[src/rtl/panel_input_ctrl.sv]
// rtl/panel_input_ctrl.sv - front-panel button debounce plus power/speed/action state machine.
// Optional AUTO_OFF_EN builds an inactivity timer that returns the panel to OFF after IDLE_CYCLES.
module panel_input_ctrl #(
  parameter int unsigned DEBOUNCE_CYCLES = 500000,
  parameter int unsigned IDLE_CYCLES     = 1500000000
) (
  input  logic clk,
  input  logic rst_n,
  input  logic btn_onoff,
  input  logic btn_spd_up,
  input  logic btn_spd_dn,
  input  logic btn_act,
  output logic onoff,
  output logic A_spd,
  output logic B_spd,
  output logic A_act,
  output logic B_act,
  output logic C_act
);

  localparam int unsigned DW = $clog2(DEBOUNCE_CYCLES + 1);
  localparam logic [DW-1:0] DEB_LAST = DW'(DEBOUNCE_CYCLES - 1);

  typedef enum logic {S_OFF, S_ON} state_t;

  // Button index order: 0 onoff, 1 speed up, 2 speed down, 3 action.
  logic [3:0]    w_btn;
  logic [3:0]    r_sync1;
  logic [3:0]    r_sync2;
  logic [3:0]    r_deb;
  logic [3:0]    r_evt;
  logic [DW-1:0] r_cnt [4];

  state_t        r_state;
  state_t        w_state_nxt;
  logic [1:0]    r_spd;
  logic [1:0]    w_spd_nxt;
  logic [2:0]    r_act;
  logic [2:0]    w_act_nxt;
  logic          w_idle_expire;

  assign w_btn = {btn_act, btn_spd_dn, btn_spd_up, btn_onoff};

  // The counter only runs while the synchronized level disagrees with the accepted one.
  always_ff @(posedge clk or negedge rst_n) begin
    if (!rst_n) begin
      r_sync1 <= '1;
      r_sync2 <= '1;
      r_deb   <= '1;
      r_evt   <= '0;
      for (int i = 0; i < 4; i++) r_cnt[i] <= '0;
    end else begin
      r_sync1 <= w_btn;
      r_sync2 <= r_sync1;
      for (int i = 0; i < 4; i++) begin
        r_evt[i] <= 1'b0;
        if (r_sync2[i] == r_deb[i]) begin
          r_cnt[i] <= '0;
        end else if (r_cnt[i] == DEB_LAST) begin
          r_cnt[i] <= '0;
          r_deb[i] <= r_sync2[i];
          r_evt[i] <= ~r_sync2[i];
        end else begin
          r_cnt[i] <= r_cnt[i] + DW'(1);
        end
      end
    end
  end

`ifdef AUTO_OFF_EN
  localparam int unsigned IW = $clog2(IDLE_CYCLES + 1);
  logic [IW-1:0] r_idle;

  // A press landing on the expiry cycle counts as activity and wins over the timeout.
  assign w_idle_expire = (r_state == S_ON) && (r_idle == IW'(IDLE_CYCLES)) && (r_evt == 4'b0000);

  always_ff @(posedge clk or negedge rst_n) begin
    if (!rst_n) begin
      r_idle <= '0;
    end else if ((r_state != S_ON) || (r_evt != 4'b0000) || w_idle_expire) begin
      r_idle <= '0;
    end else begin
      r_idle <= r_idle + IW'(1);
    end
  end
`else
  assign w_idle_expire = 1'b0;
`endif

  always_ff @(posedge clk or negedge rst_n) begin
    if (!rst_n) begin
      r_state <= S_OFF;
      r_spd   <= '0;
      r_act   <= '0;
    end else begin
      r_state <= w_state_nxt;
      r_spd   <= w_spd_nxt;
      r_act   <= w_act_nxt;
    end
  end

  always_comb begin
    w_state_nxt = r_state;
    w_spd_nxt   = r_spd;
    w_act_nxt   = r_act;
    case (r_state)
      S_OFF: begin
        w_spd_nxt = '0;
        w_act_nxt = '0;
        if (r_evt[0]) w_state_nxt = S_ON;
      end
      S_ON: begin
        if (r_evt[0] || w_idle_expire) begin
          w_state_nxt = S_OFF;
          w_spd_nxt   = '0;
          w_act_nxt   = '0;
        end else begin
          if (r_evt[1] && !r_evt[2] && (r_spd != 2'd3)) begin
            w_spd_nxt = r_spd + 2'd1;
          end else if (r_evt[2] && !r_evt[1] && (r_spd != 2'd0)) begin
            w_spd_nxt = r_spd - 2'd1;
          end
          if (r_evt[3]) begin
            w_act_nxt = (r_act >= 3'd4) ? 3'd0 : (r_act + 3'd1);
          end
        end
      end
      default: begin
        w_state_nxt = S_OFF;
        w_spd_nxt   = '0;
        w_act_nxt   = '0;
      end
    endcase
  end

  assign onoff = (r_state == S_ON);
  assign A_spd = r_spd[0];
  assign B_spd = r_spd[1];
  assign A_act = r_act[0];
  assign B_act = r_act[1];
  assign C_act = r_act[2];

endmodule

[config.mk]
export PLATFORM = sky130hd
export DESIGN_NAME = panel_input_ctrl
export DESIGN_NICKNAME = d
export VERILOG_FILES = /design/src/rtl/panel_input_ctrl.sv
export SDC_FILE = /design/constraint.sdc
export NUM_CORES = 1
export LEC_CHECK = 0
export BUFFER_PORTS_ARGS = -buffer_cell sky130_fd_sc_hd__buf_4
export CAP_MARGIN = 5
export CORE_UTILIZATION = 45
export DETAILED_ROUTE_END_ITERATION = 8
export PLACE_DENSITY = 0.62
export SKIP_CTS_REPAIR_TIMING = 1
export SYNTH_ARGS = -nofsm -noshare
export SYNTH_HDL_FRONTEND = slang
export SYNTH_SLANG_ARGS = --single-unit
[constraint.sdc]
create_clock -name clk -period 4.16 [get_ports clk]
set_input_delay 0.208 -clock clk [delete_from_list [all_inputs] [get_ports clk]]
set_output_delay 0.208 -clock clk [all_outputs]
set_load 0.005 [all_outputs]
After elaboration in Yosys (flattened, before gate mapping)

Cells that the tools add are included.

Reductions and logical operators: 11
Bitwise gates (word level): 9
Muxes and demuxes: 27
Order comparisons: 1
Add/sub/neg operators: 7
Equal/unequal tests: 11

Operators with widths:

| kind                                                                | number |
|---|---|
| 19-bit two-way mux                                                  | 8 |
| 19-bit by 1-bit adder with 19-bit output (second input constant)    | 4 |
| 19-bit == test (second input constant)                              | 4 |
| 1-bit two-way mux                                                   | 10 |
| 3-bit two-way mux                                                   | 3 |
| 1-bit NOT                                                           | 9 |
| 2-bit AND reduction                                                 | 4 |
| 2-bit two-way mux                                                   | 3 |
| 3-bit one-hot mux with 2 select lines                               | 1 |
| 1-bit == test                                                       | 4 |
| 1-bit logical AND                                                   | 4 |
| 4-bit by 2-bit != test with 1-bit output (second input constant)    | 1 |
| 2-bit one-hot mux with 2 select lines                               | 1 |
| 3-bit by 1-bit adder with 3-bit output (second input constant)      | 1 |
| 3-bit >= comparator (second input constant)                         | 1 |
| 3-bit != test (second input constant)                               | 1 |
| 2-bit by 1-bit adder with 2-bit output (second input constant)      | 1 |
| 1-bit zero test                                                     | 2 |
| 2-bit != test (second input constant)                               | 1 |
| 1-bit one-hot mux with 2 select lines                               | 1 |
| 2-bit nonzero test                                                  | 1 |
| 2-bit by 1-bit subtractor with 2-bit output (second input constant) | 1 |

Input port bits: 6
Logic and storage cells: 80
Bits in registers: 98

Longest topological paths before layout

Gate-level depths: netlist of run 1.

Depth after elaboration: 7
Depth in mapped cells: 6

Worst setup path after synthesis of run 1

Ideal clock, no wire load.

Path type: reg-to-reg
Start point: register r_cnt[38] (netlist bit)
End point: register r_cnt[44] (netlist bit)
Library setup time: 0.119 ns
Clock period less this slack: 1.892 ns
Slack: 2.268 ns
Cell stages (with the launch flop): 6
Path buffers: 1
Arrival: 1.773 ns
Cell sequence: dfrtp_1 -> ha_1 -> nand4_1 -> o41ai_2 -> buf_4 -> nor2_1

Word-level cells in the longest chain between the ends: 3
Elaborated cells between the ends (all ways): 4
Classes of those cells: add/sub (1); eq/ne (1); mux (2)

RTL lines:

| item                                                                       | line   | text |
|---|---|---|
| start: declaration                                                         | 32     | `logic [DW-1:0] r_cnt [4];` |
| start signal: indexed assignment                                           | 64     | `r_cnt[i] <= r_cnt[i] + DW'(1);` |
| 19-bit by 1-bit adder with 19-bit output or 19-bit == test (tied branches) | 64, 59 |  |
| 19-bit two-way mux *                                                       | 59     | `end else if (r_cnt[i] == DEB_LAST) begin` |
| 19-bit two-way mux *                                                       | 57     | `if (r_sync2[i] == r_deb[i]) begin` |

Every way passes the cells marked *; elsewhere a longest branch is shown, timed or not.
A chain may end at the register's enable or synchronous reset.

Worst setup path after layout of run 1

Start point: register r_cnt[38] (netlist bit)
End point: register r_cnt[56] (netlist bit)

Same word-level chain as after synthesis.

==> results.yml, run 1 <==
cells_and_area:
  drive_gt1_share_pct: 13.59
  fin_nets: 501
  design_area_um2: 5285
  final_cell_mix: "86 x dfrtp_1, 73 x nor2_1, 44 x xnor2_1"
  syn_to_final_growth_pct: 10.43
  antenna_cells: 0
  final_common_cell: "dfrtp_1"
setup_path:
  path_class: "register to register"
  worst_ep_required_time_ns: 4.41
  reg2reg_depth: 5
  slowest_delay_ns: 0.88
  worst-path-max-fanout: 10
  slowest_stage: "o41ai_2"
  end_kind: "register"
  rr_startpoint: "r_cnt[38]"
  critPathLaunchType: "register"
  rr_endpoint: "r_cnt[56]"
  critPathArrivalTime_ns: 2.63
  rrSetupSlack_ns: 1.78
  crit_chain: "ha_1, nand4_1, o41ai_2, buf_4, a21oi_1"
pwr:
  p_per_area_nw_per_um2: 329.6
  p_leak_nw: 2.055
  ir_drop_mv: 0.1346
detailed_routing:
  ant_nets: 0
  drt-total-wl_um: 8661
  routed_via_density: 5.386
  vias: 3388
  firstDrtPassIters: 4
  drc_errors: 0
  drt_iter0_drc: 161
  post_drt_wl_per_cell_um: 13.77
grt:
  grt_pass1_wl_um: 15480
  grt_pass1_vias: 3310
  grt_max_degree: 70
  track_usage_pct: 17.50
  antenna_found_initial: 0
  grt.overflow.total: 0
timing:
  hold_slack_ns: -0.04585
  slew_headroom_pct: 35.59
  fin_skew_ns: 0.01654
  min_period_over_period_pct: 57.28
  finalHoldViolations: 58
  min_period_ns: 2.383
  maxSlewViolCount: 0
  worst_slew_pin_slew_ns: 0.9629
  setup_viol: 0
  fin_tns_setup_ns: 0
  timing.fmax_mhz: 419.7
  grt_setup_unrepaired: "no"
die:
  dieArea_um2: 11050
  die_w_um: 105.1
  die_h_um: 105.1
  boundaryPins: 12
  start_util_pct: 46.36
  core-area_um2: 10320
  rows: 37
logic_synthesis:
  synth_warnings: 0
  ys_types: 48
  synth_seq_area_share_pct: 51.56
  synth_cells: 467
  synth_edf_count: 0
  postSynthAreaPerCell_um2: 10.25
  ys_ff_latch: 98
  netlist_area_um2: 4786
  synthArstFlopShare_pct: 100.0
  synthesis.nets: 480
  ys.flop_type: "dfrtp_1"
flow_run:
  max-cap-violations: 0
placement:
  gp_congestion: 0.8207
  portBuffers: 11
  dp_hpwl_um: 5756
  placed_area_um2: 5015
clock_network:
  tritoncts: "yes"
  clk_pin_slew_ns: 0.10
  htree_levels: 3
  cts_root_buffer: "clkbuf_8"
  clk_path_buf_depth: 2
  cts_sinks: 98
  clk_latency_ns: 0.37
  cts_buffers: 9
outcome:
  status: "finished, violations left"
  violations: "negative hold slack"
hold_path:
  hp-class: "input pin to asynchronous set/reset pin"
-- cell families after synthesis --
group / count (synthesis) / share of synthesized area, %
simple gates: 233 / 25.70
mux: 6 / 1.542
xor+xnor: 57 / 10.43
buf+inv: 24 / 2.222
fa+ha+maj: 8 / 2.039
compound gates: 41 / 6.510
flops: 98 / 51.56
-- layout make-up --
type,count,area [µm²]
Fill cell,966,5039
Sequential cell,98,2467
Multi-Input combinational cell,345,2212
Tap cell,136,170.2
Clock buffer,12,155.1
Timing Repair Buffer,18,145.1
Clock inverter,4,75.07
Inverter,16,60.06
-- synth_stat cells, types with 3 or more instances --
master / count / area, µm²
xor2_1: 13 / 113.9
xnor2_1: 44 / 385.4
or4_1: 8 / 60.06
buf_4: 4 / 30.03
nand4_2: 3 / 37.54
inv_1: 16 / 60.06
nand2_1: 31 / 116.4
or4b_1: 3 / 30.03
a21oi_1: 15 / 75.07
dfstp_2: 12 / 315.3
ha_1: 7 / 87.58
o41ai_1: 3 / 26.28
nand3_1: 28 / 140.1
nor2_1: 73 / 274.0
o31ai_1: 8 / 60.06
nor3_1: 16 / 80.08
nor4_1: 17 / 106.4
nor3b_1: 3 / 22.52
or3_1: 5 / 31.28
dfrtp_1: 86 / 2152
or2_2: 7 / 43.79
mux2_2: 3 / 33.78
o21ai_0: 7 / 35.03
clkbuf_1: 3 / 11.26
nor2b_1: 3 / 18.77
nand4_1: 18 / 112.6
-- per-stage QoR --
| step | hold slack, ns | utilization (%) | total power (W) | setup WS [ns] | std cells |
|---|---|---|---|---|---|
| after floorplan | -0.08759 | - | 0.001027 | 2.268 | 467 |
| after global placement | 0.3163 | 48.58 | 0.001058 | 1.760 | 609 |
| after detailed placement | 0.3175 | 48.58 | 0.001060 | 1.740 | 609 |
| after CTS | -0.07926 | 50.81 | 0.001765 | 1.733 | 625 |
| after global routing | 0.02158 | 51.19 | 0.001814 | 1.491 | 629 |
| final | -0.04585 | 51.19 | 0.001742 | 1.777 | 629 |
-- power breakdown --
group | total [W] | switching, W | internal (W)
registers | 0.000983 | 0.0000148 | 0.000969
clock network | 0.000699 | 0.000327 | 0.000372
logic | 0.0000596 | 0.0000394 | 0.0000202
-- registers in the layout, summed over array words and instances, names as in the netlist --
name / cells
r_act: 3
onoff: 1
r_deb: 4
r_sync1: 4
r_evt: 4
r_spd: 2
r_sync2: 4
r_cnt: 76
-- worst max-delay path, delay by kind of cell (launching register included) --
| kind | cells | cell delay (ns) |
|---|---|---|
| flip-flops | 1 | 0.43 |
| adder cells (fa/ha/maj) | 1 | 0.23 |
| AND/OR/NAND/NOR | 1 | 0.38 |
| buffers and inverters | 1 | 0.29 |
| AO/OA/AOI/OAI | 2 | 0.93 |
-- routing by layer --
layer  routed length [µm]  GRT usage [%]  share of wire [%]  vias to the layer above
met1                 4298          23.39                 50                     1640
met3                  175          3.057                2.0                       13
li1                     -              -                  -                     1688
met2                 3990          27.34                 46                       47
met4                  196          8.954                2.3                        0
met5                    0              0                  0                        -
-- how the worst max path moves through the flow --
stage	startpoint	slack (ns)	cells past startpoint	end
finish	r_cnt[38]	1.78	5	r_cnt[56]
global route	r_cnt[0]	1.49	4	r_cnt[2]
CTS	r_cnt[38]	1.73	5	r_cnt[56]
detailed placement	r_cnt[38]	1.74	5	r_cnt[56]
global placement	r_cnt[38]	1.76	5	r_cnt[56]
floorplan	r_cnt[38]	2.27	5	r_cnt[44]
(Power assumes the default switching activity.)
==> inputs of run 2 (changes only) <==
clock period = 2.48 ns   (was 4.16 ns; I/O delays follow)
==> run 2 against run 1 <==
Core utilization up 0.48 points. Clock skew down 0.0026 ns. Register-to-register slack lost 1.2 ns. The flow now finishes without violations. Critical endpoint is now r_evt[3]. Design area is 0.95% higher. Wire length fell by 0.92%. Final cell count up 1.7%. Non-clock buffer count rose by 11. First-iteration DRC count is 43% lower. Count of clock-buffer cells in the layout decreased by 2. Power grew 59%.
==> results.yml, run 2 (synthesized netlist as in run 1, its figures left out) <==
cells_and_area:
  n_fill_cell: 924
  fin_nets: 512
  top_register: "r_cnt"
  final_common_cell: "dfrtp_1"
  antenna_cells: 0
  final_cell_mix: "86 x dfrtp_1, 73 x nor2_1, 44 x xnor2_1"
  design_area_um2: 5335
  drive_gt1_share_pct: 15.48
  syn_to_final_growth_pct: 11.48
  largest_register_ffs: 76
timing:
  setup_viol: 0
  finalHoldViolations: 0
  grt_setup_unrepaired: "no"
  min_period_ns: 1.921
  worst_slew_pin_slew_ns: 0.6516
  maxSlewViolCount: 0
  hold_slack_ns: 0.3086
  timing.fmax_mhz: 520.6
  min_period_over_period_pct: 77.45
  fin_tns_setup_ns: 0
  slew_headroom_pct: 56.56
  fin_skew_ns: 0.01389
detailed_routing:
  vias: 3466
  wl_met2_um: 4158
  dr.max_layer_used: "met4"
  post_drt_wl_per_cell_um: 13.41
  drt-total-wl_um: 8581
  drc_errors: 0
  routed_via_density: 5.416
  firstDrtPassIters: 4
  ant_nets: 0
  wl_met3_um: 208
  drt_iter0_drc: 91
  wl_met1_um: 4123
die:
  dieArea_um2: 11050
  core-area_um2: 10320
  die_h_um: 105.1
  start_util_pct: 46.36
  boundaryPins: 12
  die_w_um: 105.1
  rows: 37
clock_network:
  htree_levels: 3
  clk_path_buf_depth: 2
  cts_root_buffer: "clkbuf_8"
  tritoncts: "yes"
  cts_sinks: 98
  cts_buffers: 9
  clk_pin_slew_ns: 0.09
  clk_latency_ns: 0.37
outcome:
  status: "finished, final reports clean"
placement:
  portBuffers: 11
  dp_hpwl_um: 6168
  placed_area_um2: 5090
  gp_congestion: 0.8437
setup_path:
  path_class: "register to register"
  slowest_delay_ns: 0.58
  worst-path-max-fanout: 6
  rr_startpoint: "r_cnt[11]"
  slowest_stage: "or4_4"
  critPathLaunchType: "register"
  critPathLaunch: "r_cnt[11]"
  worst_ep_required_time_ns: 2.74
  critPathArrivalTime_ns: 2.18
  crit_chain: "nor4_2, nand4_2, or4_4, nor3b_1"
  end_kind: "register"
pwr:
  power_switching_w: 0.0006807
  share_seq_of_total_power_pct: 59.7
  power_w: 0.002763
  p_int_w: 0.002082
  ir_drop_mv: 0.3377
  pwr-share-clk_pct: 36.4
  power_switching_share_pct: 24.64
  pwr-share-comb_pct: 3.9
  p_per_area_nw_per_um2: 517.8
  p_leak_nw: 2.097
grt:
  antenna_found_initial: 0
  grt_pass1_vias: 3358
  grt.overflow.total: 0
  grt_pass1_wl_um: 15280
  track_usage_pct: 17.12
  grt_max_degree: 51
flow_run:
  max-cap-violations: 0
hold_path:
  hp-class: "input pin to asynchronous set/reset pin"
[run 2: routing by layer]
metal  global-route usage (%)  vias to the layer above
li1                         -                     1718
met3                    3.930                        9
met2                    28.10                       30
met4                    5.332                        0
met5                        0                        -
met1                    22.53                     1709
[run 2: path summary, 6_finish.rpt]
check	end	slack, ns	cells past startpoint
worst max-delay path	r_evt[3]	0.56	4
worst min-delay path	r_cnt[6]	0.31	2
worst max register to register	r_evt[3]	0.56	4
worst min register to register	r_sync2[3]	0.36	0
max in group asynchronous	r_cnt[11]	1.39	3
min in group clk	r_sync2[3]	0.36	0
[run 2: area by class of cell]
type	count	area [µm²]	share of cell area (%)
Inverter	16	60.06	1.126
Clock buffer	10	137.6	2.580
Clock inverter	6	57.56	1.079
Tap cell	136	170.2	3.189
Sequential cell	98	2467	46.25
Multi-Input combinational cell	345	2212	41.46
Timing Repair Buffer	29	230.2	4.315
[run 2: power by group through the flow]
stage | Combinational (W) | Clock [W] | Sequential [W]
6_report | 0.000109 | 0.00101 | 0.00165
5_1_grt | 0.000127 | 0.00111 | 0.00165
4_1_cts | 0.000107 | 0.00106 | 0.00165
3_5_place_dp | 0.000107 | 0 | 0.00168
3_3_place_gp | 0.000106 | 0 | 0.00168
2_1_floorplan | 0.0000487 | 0 | 0.00167
[run 2: worst max-delay path: cells and delay by family (launching register included)]
| kind | cells | cell delay, ns |
|---|---|---|
| AND/OR/NAND/NOR | 4 | 1.36 |
| flip-flops | 1 | 0.45 |
[run 2: metrics by stage]
| stage | utilization [%] | std cells | setup WS, ns |
|---|---|---|---|
| floorplan | - | 467 | 0.5879 |
| finish | 51.68 | 640 | 0.5592 |
| global placement | 49.30 | 619 | 0.6059 |
| CTS | 51.19 | 635 | 0.5464 |
| detailed placement | 49.30 | 619 | 0.5834 |
| global route | 51.68 | 640 | 0.4009 |
